<file path="src/rtl/debug_pkg.sv">
// Shared types and sizing helpers for the debug register dump engine.
package debug_pkg;

  typedef enum logic [2:0] {
    S_IDLE,
    S_HDR,
    S_PC,
    S_SEL,
    S_CAP,
    S_SEND,
    S_CSUM,
    S_DONE
  } dump_state_t;

  localparam logic [7:0] HDR_BYTE_DEFAULT = 8'hA5;

  // Bytes carried by one DATA_W-wide word.
  function automatic int unsigned word_bytes(input int unsigned data_w);
    return data_w / 8;
  endfunction

  // Header + PC word + all register words + checksum.
  function automatic int unsigned frame_len(input int unsigned num_regs,
                                            input int unsigned data_w);
    return 1 + (num_regs + 1) * word_bytes(data_w) + 1;
  endfunction

endpackage

</file>
<file path="src/rtl/debug_reg_dumper.sv">
// Captures PC and all CPU registers through the debug port and streams them
// as a framed, checksummed little-endian byte dump over valid/ready.
module debug_reg_dumper
  import debug_pkg::*;
#(
  parameter int unsigned NUM_REGS      = 16,
  parameter int unsigned SEL_W         = 4,
  parameter int unsigned DATA_W        = 32,
  parameter int unsigned SETTLE_CYCLES = 1,
  parameter logic [7:0]  HDR_BYTE      = HDR_BYTE_DEFAULT
) (
  input  logic              clk,
  input  logic              reset,
  input  logic              start,
  input  logic [DATA_W-1:0] fetch_pc,
  output logic [SEL_W-1:0]  debug_reg_select,
  input  logic [DATA_W-1:0] debug_reg_out,
  output logic [7:0]        tx_data,
  output logic              tx_valid,
  input  logic              tx_ready,
  output logic              freeze,
  output logic              busy,
  output logic              done
);

  localparam int unsigned BYTES    = word_bytes(DATA_W);
  localparam int unsigned BYTE_W   = (BYTES > 1) ? $clog2(BYTES) : 1;
  localparam int unsigned SETTLE_W = (SETTLE_CYCLES > 1) ? $clog2(SETTLE_CYCLES) : 1;

  localparam logic [BYTE_W-1:0]   LAST_BYTE   = BYTE_W'(BYTES - 1);
  localparam logic [SETTLE_W-1:0] LAST_SETTLE = SETTLE_W'(SETTLE_CYCLES - 1);
  localparam logic [SEL_W-1:0]    LAST_REG    = SEL_W'(NUM_REGS - 1);

  dump_state_t         state;
  dump_state_t         state_next;
  logic [DATA_W-1:0]   shift_q;
  logic [BYTE_W-1:0]   byte_idx;
  logic [SETTLE_W-1:0] settle_cnt;
  logic [7:0]          csum_q;
  logic                xfer;
  logic                last_byte;
  logic                last_reg;
  logic                valid_d;
  logic                busy_d;
  logic                done_d;
  logic                busy_q;

  assign xfer      = tx_valid & tx_ready;
  assign last_byte = (byte_idx == LAST_BYTE);
  assign last_reg  = (debug_reg_select == LAST_REG);
  assign busy      = busy_q;
  assign freeze    = busy_q;

  // State register.
  always_ff @(posedge clk or negedge reset) begin
    if (!reset) state <= S_IDLE;
    else        state <= state_next;
  end

  // Next-state logic: walk header, PC, each register (select/settle/capture/send), checksum.
  always_comb begin
    state_next = state;
    case (state)
      S_IDLE: if (start) state_next = S_HDR;
      S_HDR:  if (xfer) state_next = S_PC;
      S_PC:   if (xfer && last_byte) state_next = S_SEL;
      S_SEL:  if (settle_cnt == LAST_SETTLE) state_next = S_CAP;
      S_CAP:  state_next = S_SEND;
      S_SEND: if (xfer && last_byte) state_next = last_reg ? S_CSUM : S_SEL;
      S_CSUM: if (xfer) state_next = S_DONE;
      S_DONE: state_next = S_IDLE;
      default: state_next = S_IDLE;
    endcase
  end

  // Output decode from the upcoming state so the control outputs come straight from flops.
  always_comb begin
    valid_d = 1'b0;
    busy_d  = 1'b0;
    done_d  = 1'b0;
    case (state_next)
      S_HDR, S_PC, S_SEND, S_CSUM: begin
        valid_d = 1'b1;
        busy_d  = 1'b1;
      end
      S_SEL, S_CAP: busy_d = 1'b1;
      S_DONE: begin
        busy_d = 1'b1;
        done_d = 1'b1;
      end
      default: ;
    endcase
  end

  // Registered control outputs.
  always_ff @(posedge clk or negedge reset) begin
    if (!reset) begin
      tx_valid <= 1'b0;
      busy_q   <= 1'b0;
      done     <= 1'b0;
    end else begin
      tx_valid <= valid_d;
      busy_q   <= busy_d;
      done     <= done_d;
    end
  end

  // Datapath: word shifter, byte/settle counters, register select and running checksum.
  always_ff @(posedge clk or negedge reset) begin
    if (!reset) begin
      shift_q          <= '0;
      byte_idx         <= '0;
      settle_cnt       <= '0;
      csum_q           <= '0;
      tx_data          <= '0;
      debug_reg_select <= '0;
    end else begin
      case (state)
        S_IDLE: if (start) begin
          shift_q  <= fetch_pc;
          csum_q   <= '0;
          byte_idx <= '0;
          tx_data  <= HDR_BYTE;
        end
        S_HDR: if (xfer) begin
          tx_data <= shift_q[7:0];
          shift_q <= shift_q >> 8;
        end
        S_PC, S_SEND: if (xfer) begin
          csum_q <= csum_q ^ tx_data;
          if (!last_byte) begin
            tx_data  <= shift_q[7:0];
            shift_q  <= shift_q >> 8;
            byte_idx <= byte_idx + BYTE_W'(1);
          end else begin
            byte_idx   <= '0;
            settle_cnt <= '0;
            if (state == S_PC)  debug_reg_select <= '0;
            else if (!last_reg) debug_reg_select <= debug_reg_select + SEL_W'(1);
            else                tx_data <= csum_q ^ tx_data;
          end
        end
        S_SEL: settle_cnt <= settle_cnt + SETTLE_W'(1);
        S_CAP: begin
          tx_data <= debug_reg_out[7:0];
          shift_q <= debug_reg_out >> 8;
        end
        default: ;
      endcase
    end
  end

endmodule
</file>
<file path="config.mk">
export PLATFORM = sky130hd
export DESIGN_NAME = debug_reg_dumper
export DESIGN_NICKNAME = d
export VERILOG_FILES = /design/src/rtl/debug_pkg.sv /design/src/rtl/debug_reg_dumper.sv
export SDC_FILE = /design/constraint.sdc
export NUM_CORES = 1
export LEC_CHECK = 0
export BUFFER_PORTS_ARGS = -buffer_cell sky130_fd_sc_hd__buf_2
export CORE_AREA = 2 2 124 126
export CTS_BUF_LIST = sky130_fd_sc_hd__clkbuf_2
export DETAILED_ROUTE_END_ITERATION = 8
export DIE_AREA = 0 0 126 128
export HOLD_SLACK_MARGIN = 0.15
export SETUP_SLACK_MARGIN = 0.5
export SYNTH_ARGS = -nofsm -noshare
export SYNTH_HDL_FRONTEND = slang
export SYNTH_SLANG_ARGS = --single-unit
</file>
<file path="constraint.sdc">
create_clock -name clk -period 4.1 [get_ports clk]
set_clock_uncertainty 0.2 [all_clocks]
set_input_delay 1.025 -clock clk [delete_from_list [all_inputs] [get_ports clk]]
set_output_delay 1.025 -clock clk [all_outputs]
set_load 0.005 [all_outputs]
</file>
# After elaboration in Yosys (flattened, before gate mapping)
# Cells that the tools add are included.
[word_totals]
latch_bits = 0
regBits = 61
in_bits = 68
output_inout_bits = 16
word_cells = 87
romBits = 0
mem_bits_rw = 0
mem_count = 0
[classes]
addsub = 3
shift = 0
n_mul = 0
bitwise = 2
n_lt_le_gt_ge = 0
n_eq_ne = 24
muxes = 35
div_mod_pow = 0
n_reduce_logical = 13
[op_table]
columns = ["cell", "n"]
rows = [
  ["two-way mux 32 bit", 4],
  ["case mux 32 bit (4 select lines)", 1],
  ["two-way mux 8 bit", 8],
  ["case mux 8 bit (4 select lines)", 1],
  ["equality test 3 bit (second input constant)", 8],
  ["case mux 3 bit (8 select lines)", 1],
  ["two-way mux 3 bit", 7],
  ["case mux 8 bit (2 select lines)", 1],
  ["equality test 3 x 2 -> 1 bit (second input constant)", 4],
  ["inequality test 2 bit (second input constant)", 5],
  ["two-way mux 4 bit", 2],
  ["bitwise XOR 8 bit", 1],
  ["OR reduction 7 bit", 1],
  ["equality test 3 x 1 -> 1 bit (second input constant)", 2],
  ["two-way mux 2 bit", 3],
  ["inequality test 3 bit (second input constant)", 2],
  ["AND reduction 3 bit", 2],
  ["AND reduction 6 bit", 1],
  ["two-way mux 1 bit", 5],
  ["AND reduction 5 bit", 1],
  ["adder 4 x 1 -> 4 bit (second input constant)", 1],
  ["equality test 4 bit (second input constant)", 1],
  ["case mux 2 bit (2 select lines)", 1],
  ["AND reduction 4 bit", 1],
  ["other kinds (12)", 13],
]

# Longest topological paths before layout
[logic_depth]
ltp_word = 7
ltp_mapped = 7

# Worst setup path after synthesis
# Ideal clock, no wire load.
[synth_timing]
path_kind = "input -> register"
start = "input port tx_ready"
end = "register shift_q[22]"
setup_ns = 0.128
setup_slack_ns = 1.733
cell_stages = 5
arrival_time_ns = 2.039
cell_sequence = "nand2_1 -> a21oi_4 -> a2bb2oi_4 -> buf_6 -> mux2_1"
[synth_between]
elab_chain_cells = 3
[synth_rtl]
columns = ["item", "line", "source"]
rows = [
  ["start, declared", "debug_reg_dumper.sv:20", "input logic tx_ready,"],
  ["AND 1 bit *", "debug_reg_dumper.sv:48", "assign xfer = tx_valid & tx_ready;"],
  ["inequality test 2 bit (no line)", "--", ""],
  ["AND reduction 5 bit (no line) *", "--", ""],
  ["end signal, assigned", "debug_reg_dumper.sv:120", "shift_q <= fetch_pc;"],
  ["end signal, assigned", "debug_reg_dumper.sv:127", "shift_q <= shift_q >> 8;"],
  ["end signal, assigned", "debug_reg_dumper.sv:133", "shift_q <= shift_q >> 8;"],
  ["end, declared", "debug_reg_dumper.sv:36", "logic [DATA_W-1:0] shift_q;"],
]
# Mark *: on every way between the ends. The rest lies on a longest branch, timed or not.
# A chain may end at the register's enable or synchronous reset.

# Worst setup path after layout
[layout_timing]
start = "register state[0]"
end = "register shift_q[29]"
[layout_between]
elab_chain_cells = 4
[layout_rtl]
columns = ["item", "line", "source"]
rows = [
  ["start, declared", "debug_reg_dumper.sv:34", "dump_state_t state;"],
  ["start signal, assigned", "debug_reg_dumper.sv:57", "else state <= state_next;"],
  ["equality test 3 x 2 -> 1 bit or equality test 3 bit (tied branches)", "debug_reg_dumper.sv:118", "case (state)"],
  ["OR reduction 2 bit", "debug_reg_dumper.sv:118", ""],
  ["inequality test 2 bit (no line) or nonzero test 4 bit (tied branches)", "--", ""],
  ["AND reduction 5 bit (no line)", "--", ""],
]
# Parallel ways exist; a longest one is shown, timed or not.

==> impl_results.html <==
<table>
<tr><th>Metric</th><th>Value</th></tr>
<tr><th colspan="2">Layout</th></tr>
<tr><td>Most common cell after layout, fill and taps aside</td><td>sky130_fd_sc_hd__buf_2</td></tr>
<tr><td>Ant. Diodes</td><td>0</td></tr>
<tr><td>Sequential Area</td><td>0.00153 mm^2</td></tr>
<tr><td>Net total in the final layout</td><td>589</td></tr>
<tr><td>Fillers</td><td>about 1600</td></tr>
<tr><td>Share of cells above drive strength 1</td><td>a little over a quarter</td></tr>
<tr><td>Area of combinational cells with multiple inputs</td><td>around 0.0025 mm^2</td></tr>
<tr><td>Signed area change from the synthesized netlist to the final layout</td><td>14.5%</td></tr>
<tr><td>Leading cell types in the layout, fill and taps excluded</td><td>sky130_fd_sc_hd__buf_2 (83), sky130_fd_sc_hd__dfrtp_1 (59), sky130_fd_sc_hd__mux2i_1 (57), sky130_fd_sc_hd__a21oi_1 (42), sky130_fd_sc_hd__o22ai_1 (32)</td></tr>
<tr><td>Final core utilization</td><td>33.5%</td></tr>
<tr><th colspan="2">Critical path</th></tr>
<tr><td>Cell mode on critical path</td><td>sky130_fd_sc_hd__buf_4</td></tr>
<tr><td>Kind of start point of the critical path</td><td>register</td></tr>
<tr><td>Category of the worst setup path capture point</td><td>register</td></tr>
<tr><td>CP required</td><td>4300 ps</td></tr>
<tr><td>Slowest stage cell, crit path</td><td>sky130_fd_sc_hd__a2bb2oi_4</td></tr>
<tr><td>Arrival time at the worst endpoint</td><td>roughly 3100 ps</td></tr>
<tr><td>Crit path max fanout</td><td>34</td></tr>
<tr><td>Maximum cell stage delay along the critical path</td><td>770 ps</td></tr>
<tr><td>Total buffers and inverters traversed by the critical path</td><td>2</td></tr>
<tr><td>First element of the critical path</td><td>state[0]$_DFF_PN0_</td></tr>
<tr><td>Cells along the critical path</td><td>buf_4 &gt; nand3b_1 &gt; nand2_1 &gt; a2bb2oi_4 &gt; buf_4 &gt; mux2i_1</td></tr>
<tr><td>Kind of critical path</td><td>register to register</td></tr>
<tr><td>Startpoint of the most critical register-to-register path</td><td>state[0]$_DFF_PN0_</td></tr>
<tr><td>Top Family by Delay on Critical Path</td><td>compound AO/OA/AOI/OAI gates</td></tr>
<tr><th colspan="2">Route</th></tr>
<tr><td>First-iteration detailed-routing DRC count</td><td>between 100 and 150</td></tr>
<tr><td>Routed length per placed instance</td><td>between 15 and 20 um</td></tr>
<tr><td>Routed via count divided by cell count</td><td>5.47</td></tr>
<tr><td>Via count of the routed design</td><td>3884</td></tr>
<tr><td>First-pass iteration count of the detailed router</td><td>4</td></tr>
<tr><td>Antenna-violating nets left</td><td>0</td></tr>
<tr><td>Total routed wirelength</td><td>between 10000 and 15000 um</td></tr>
<tr><td>Post-route DRC violation count</td><td>0</td></tr>
<tr><th colspan="2">Synth</th></tr>
<tr><td>Most used flip-flop cell after synthesis</td><td>sky130_fd_sc_hd__dfrtp_1</td></tr>
<tr><td>Number of synthesized register bits</td><td>61</td></tr>
<tr><td>Synthesized Nets</td><td>around 530</td></tr>
<tr><td>Unique masters post-synth</td><td>54</td></tr>
<tr><td>Synth area leaders</td><td>sky130_fd_sc_hd__dfrtp_1 (35%), sky130_fd_sc_hd__mux2i_1 (13%), sky130_fd_sc_hd__mux2_2 (6.7%)</td></tr>
<tr><td>Gate Count Post-Synth</td><td>around 460</td></tr>
<tr><td>Warnings from Yosys</td><td>0</td></tr>
<tr><td>Post-Syn Area per Cell</td><td>roughly 9.5 um^2</td></tr>
<tr><td>Number of enable-type register cells in the synthesized netlist</td><td>0</td></tr>
<tr><td>Post-synthesis cell type with the largest combined area</td><td>sky130_fd_sc_hd__dfrtp_1</td></tr>
<tr><td>Sequential cell area fraction in the yosys report</td><td>35.1%</td></tr>
<tr><td>Fraction of synthesized cell area taken by the top area cell type</td><td>35.1%</td></tr>
<tr><td>Asr flop ratio synth</td><td>100%</td></tr>
<tr><td>Post-Syn Area</td><td>approximately 0.0043 mm^2</td></tr>
<tr><th colspan="2">STA</th></tr>
<tr><td>Part of the cycle the worst path needs</td><td>between 70% and 80%</td></tr>
<tr><td>Min cycle time layout</td><td>between 2000 and 3000 ps</td></tr>
<tr><td>Final Hold Violating Endpoints</td><td>0</td></tr>
<tr><td>Worst max-slew margin expressed relative to the limit</td><td>39.3%</td></tr>
<tr><td>Max Freq</td><td>between 0.3 and 0.4 GHz</td></tr>
<tr><td>Worst Max-Slew Pin Slew</td><td>roughly 910 ps</td></tr>
<tr><td>Final sum of negative setup slack</td><td>0 ps</td></tr>
<tr><td>Setup repair after global routing missed its margin</td><td>no</td></tr>
<tr><td>Final setup viols</td><td>0</td></tr>
<tr><td>Slew Viols, Final</td><td>0</td></tr>
<tr><th colspan="2">Global route</th></tr>
<tr><td>Number of antenna violations at the first check in global routing</td><td>0</td></tr>
<tr><td>Global-route wire length before repair</td><td>approximately 20000 um</td></tr>
<tr><td>Global route overflow</td><td>0</td></tr>
<tr><td>Largest net degree at the start of global routing</td><td>62</td></tr>
<tr><td>Vias in the first global route</td><td>between 3000 and 4000</td></tr>
<tr><td>Tot GR Track Use</td><td>around 15%</td></tr>
<tr><th colspan="2">Place</th></tr>
<tr><td>IO Port Bufs</td><td>83</td></tr>
<tr><td>Post-detail-place hpwl</td><td>~9000 um</td></tr>
<tr><td>Final GP Congestion</td><td>0.840</td></tr>
<tr><th colspan="2">Pwr</th></tr>
<tr><td>Peak supply drop</td><td>roughly 330 uV</td></tr>
<tr><td>Static power due to leakage</td><td>~0.0023 uW</td></tr>
<tr><td>Total Power</td><td>between 3000 and 4000 uW</td></tr>
<tr><td>Power density normalized to cell area</td><td>750 mW/mm^2</td></tr>
<tr><th colspan="2">Die</th></tr>
<tr><td>Starting density of the core</td><td>between 20% and 30%</td></tr>
<tr><td>Die footprint</td><td>0.0161 mm^2</td></tr>
<tr><td>Row Count</td><td>45</td></tr>
<tr><td>Floorplan die width</td><td>around 130 um</td></tr>
<tr><td>Area of the core region</td><td>0.0149 mm^2</td></tr>
<tr><td>I/O pin total</td><td>84</td></tr>
<tr><td>Die Y</td><td>128 um</td></tr>
<tr><th colspan="2">Clock tree</th></tr>
<tr><td>Post-CTS clock slew at the launch and capture registers of the worst setup and hold paths</td><td>between 150 and 200 ps</td></tr>
<tr><td>Post-CTS repair timing setup buffer count</td><td>0</td></tr>
<tr><td># hold bufs at CTS</td><td>0</td></tr>
<tr><td>Clock tree sinks</td><td>61</td></tr>
<tr><td>CTS tree</td><td>done</td></tr>
<tr><td>Root Buffer Master</td><td>sky130_fd_sc_hd__clkbuf_2</td></tr>
<tr><td>Post_cts resized</td><td>0</td></tr>
<tr><td>Depth of the CTS H-tree</td><td>3</td></tr>
<tr><td>CTS buffer count</td><td>9</td></tr>
<tr><td>Later-pin clock latency in the skew report</td><td>470 ps</td></tr>
<tr><td>Buffer depth of the longest clock path</td><td>2</td></tr>
<tr><th colspan="2">Min path</th></tr>
<tr><td>Class of the worst hold path</td><td>input port to asynchronous set/reset pin</td></tr>
<tr><th colspan="2">Status</th></tr>
<tr><td>Run status</td><td>finished, final reports clean</td></tr>
<tr><th colspan="2">Flow run</th></tr>
<tr><td>Maximum Capacitance Violations</td><td>0</td></tr>
</table>
-- routing by layer --
metal	global-route usage, %	vias up	wire length, um
li1	-	1854	-
met1	19.4	1882	5540
met2	25.9	131	6070
met3	3.76	17	715
met4	4.78	0	184
met5	0	-	0
-- stage by stage --
step / cell area [um^2] / setup WS [ps] / hold slack [ps] / cells
2_1_floorplan: 4350 / 1730 / 269 / 456
3_3_place_gp: 4870 / 1140 / 291 / 695
3_5_place_dp: 4870 / 1040 / 299 / 695
4_1_cts: 4970 / 1190 / 213 / 710
5_1_grt: 4970 / 987 / 199 / 710
6_report: 4970 / 1180 / 238 / 710
-- final cells by class --
type                    instances  share of cell area (%)
clock buffers                   9                   0.906
clock inverters                 6                    1.11
inverters                      20                    1.51
multi-input cells             333                    51.1
flip-flops and latches         61                    30.7
well taps                     188                    4.73
repair buffers                 93                    9.86
-- state kept, by name, summed over array words and instances, names as in the netlist --
register,flops
shift_q,32
csum_q,8
state,3
tx_data,8
busy,1
done,1
debug_reg_select,4
settle_cnt,1
byte_idx,2
tx_valid,1
-- synth_stat cells, types with 5 or more instances --
master,instances
sky130_fd_sc_hd__dfrtp_1,61
sky130_fd_sc_hd__mux2i_1,57
sky130_fd_sc_hd__a21oi_1,42
sky130_fd_sc_hd__o22ai_1,32
sky130_fd_sc_hd__mux2_2,26
sky130_fd_sc_hd__a22o_1,25
sky130_fd_sc_hd__nand2_1,24
sky130_fd_sc_hd__clkbuf_1,22
sky130_fd_sc_hd__inv_1,19
sky130_fd_sc_hd__a211oi_1,12
sky130_fd_sc_hd__o21ai_0,12
sky130_fd_sc_hd__nand3_1,9
sky130_fd_sc_hd__a2bb2oi_1,8
sky130_fd_sc_hd__buf_2,8
sky130_fd_sc_hd__nor2_1,7
sky130_fd_sc_hd__buf_1,6
sky130_fd_sc_hd__nor2b_1,6
sky130_fd_sc_hd__xnor2_1,5
-- worst paths after layout --
kind	endpoint	slack [ps]	cells past startpoint
min in group clk	shift_q[2]$_DFFE_PN0P_	330	1
min	csum_q[7]$_DFFE_PN0P_	240	1
max in group asynchronous	shift_q[15]$_DFFE_PN0P_	2720	2
max	shift_q[29]$_DFFE_PN0P_	1180	6
min reg2reg	shift_q[2]$_DFFE_PN0P_	330	1
max reg2reg	shift_q[29]$_DFFE_PN0P_	1180	6
-- cell families (layout without fill, tap and decap cells) --
group / Yosys count / in the layout / share of synthesized area (%)
AOI/OAI and AO/OA: 163 / 163 / 26.5
xor gates and xnor gates: 9 / 9 / 1.81
DFF: 61 / 61 / 35.1
muxes: 86 / 86 / 20.6
adders and majority gates: 3 / 3 / 0.864
and+or+nand+nor: 72 / 72 / 8.64
buffers and inverters: 62 / 128 / 6.39
-- where the power goes --
group / leakage, uW / total, uW / internal, uW / switching, uW
combinational: 0.00145 / 2200 / 1090 / 1120
clock: 0.0000626 / 352 / 132 / 220
sequential: 0.000747 / 1180 / 879 / 299
total: 0.00226 / 3730 / 2100 / 1630
No activity file was read; power rests on OpenSTA's default activity.
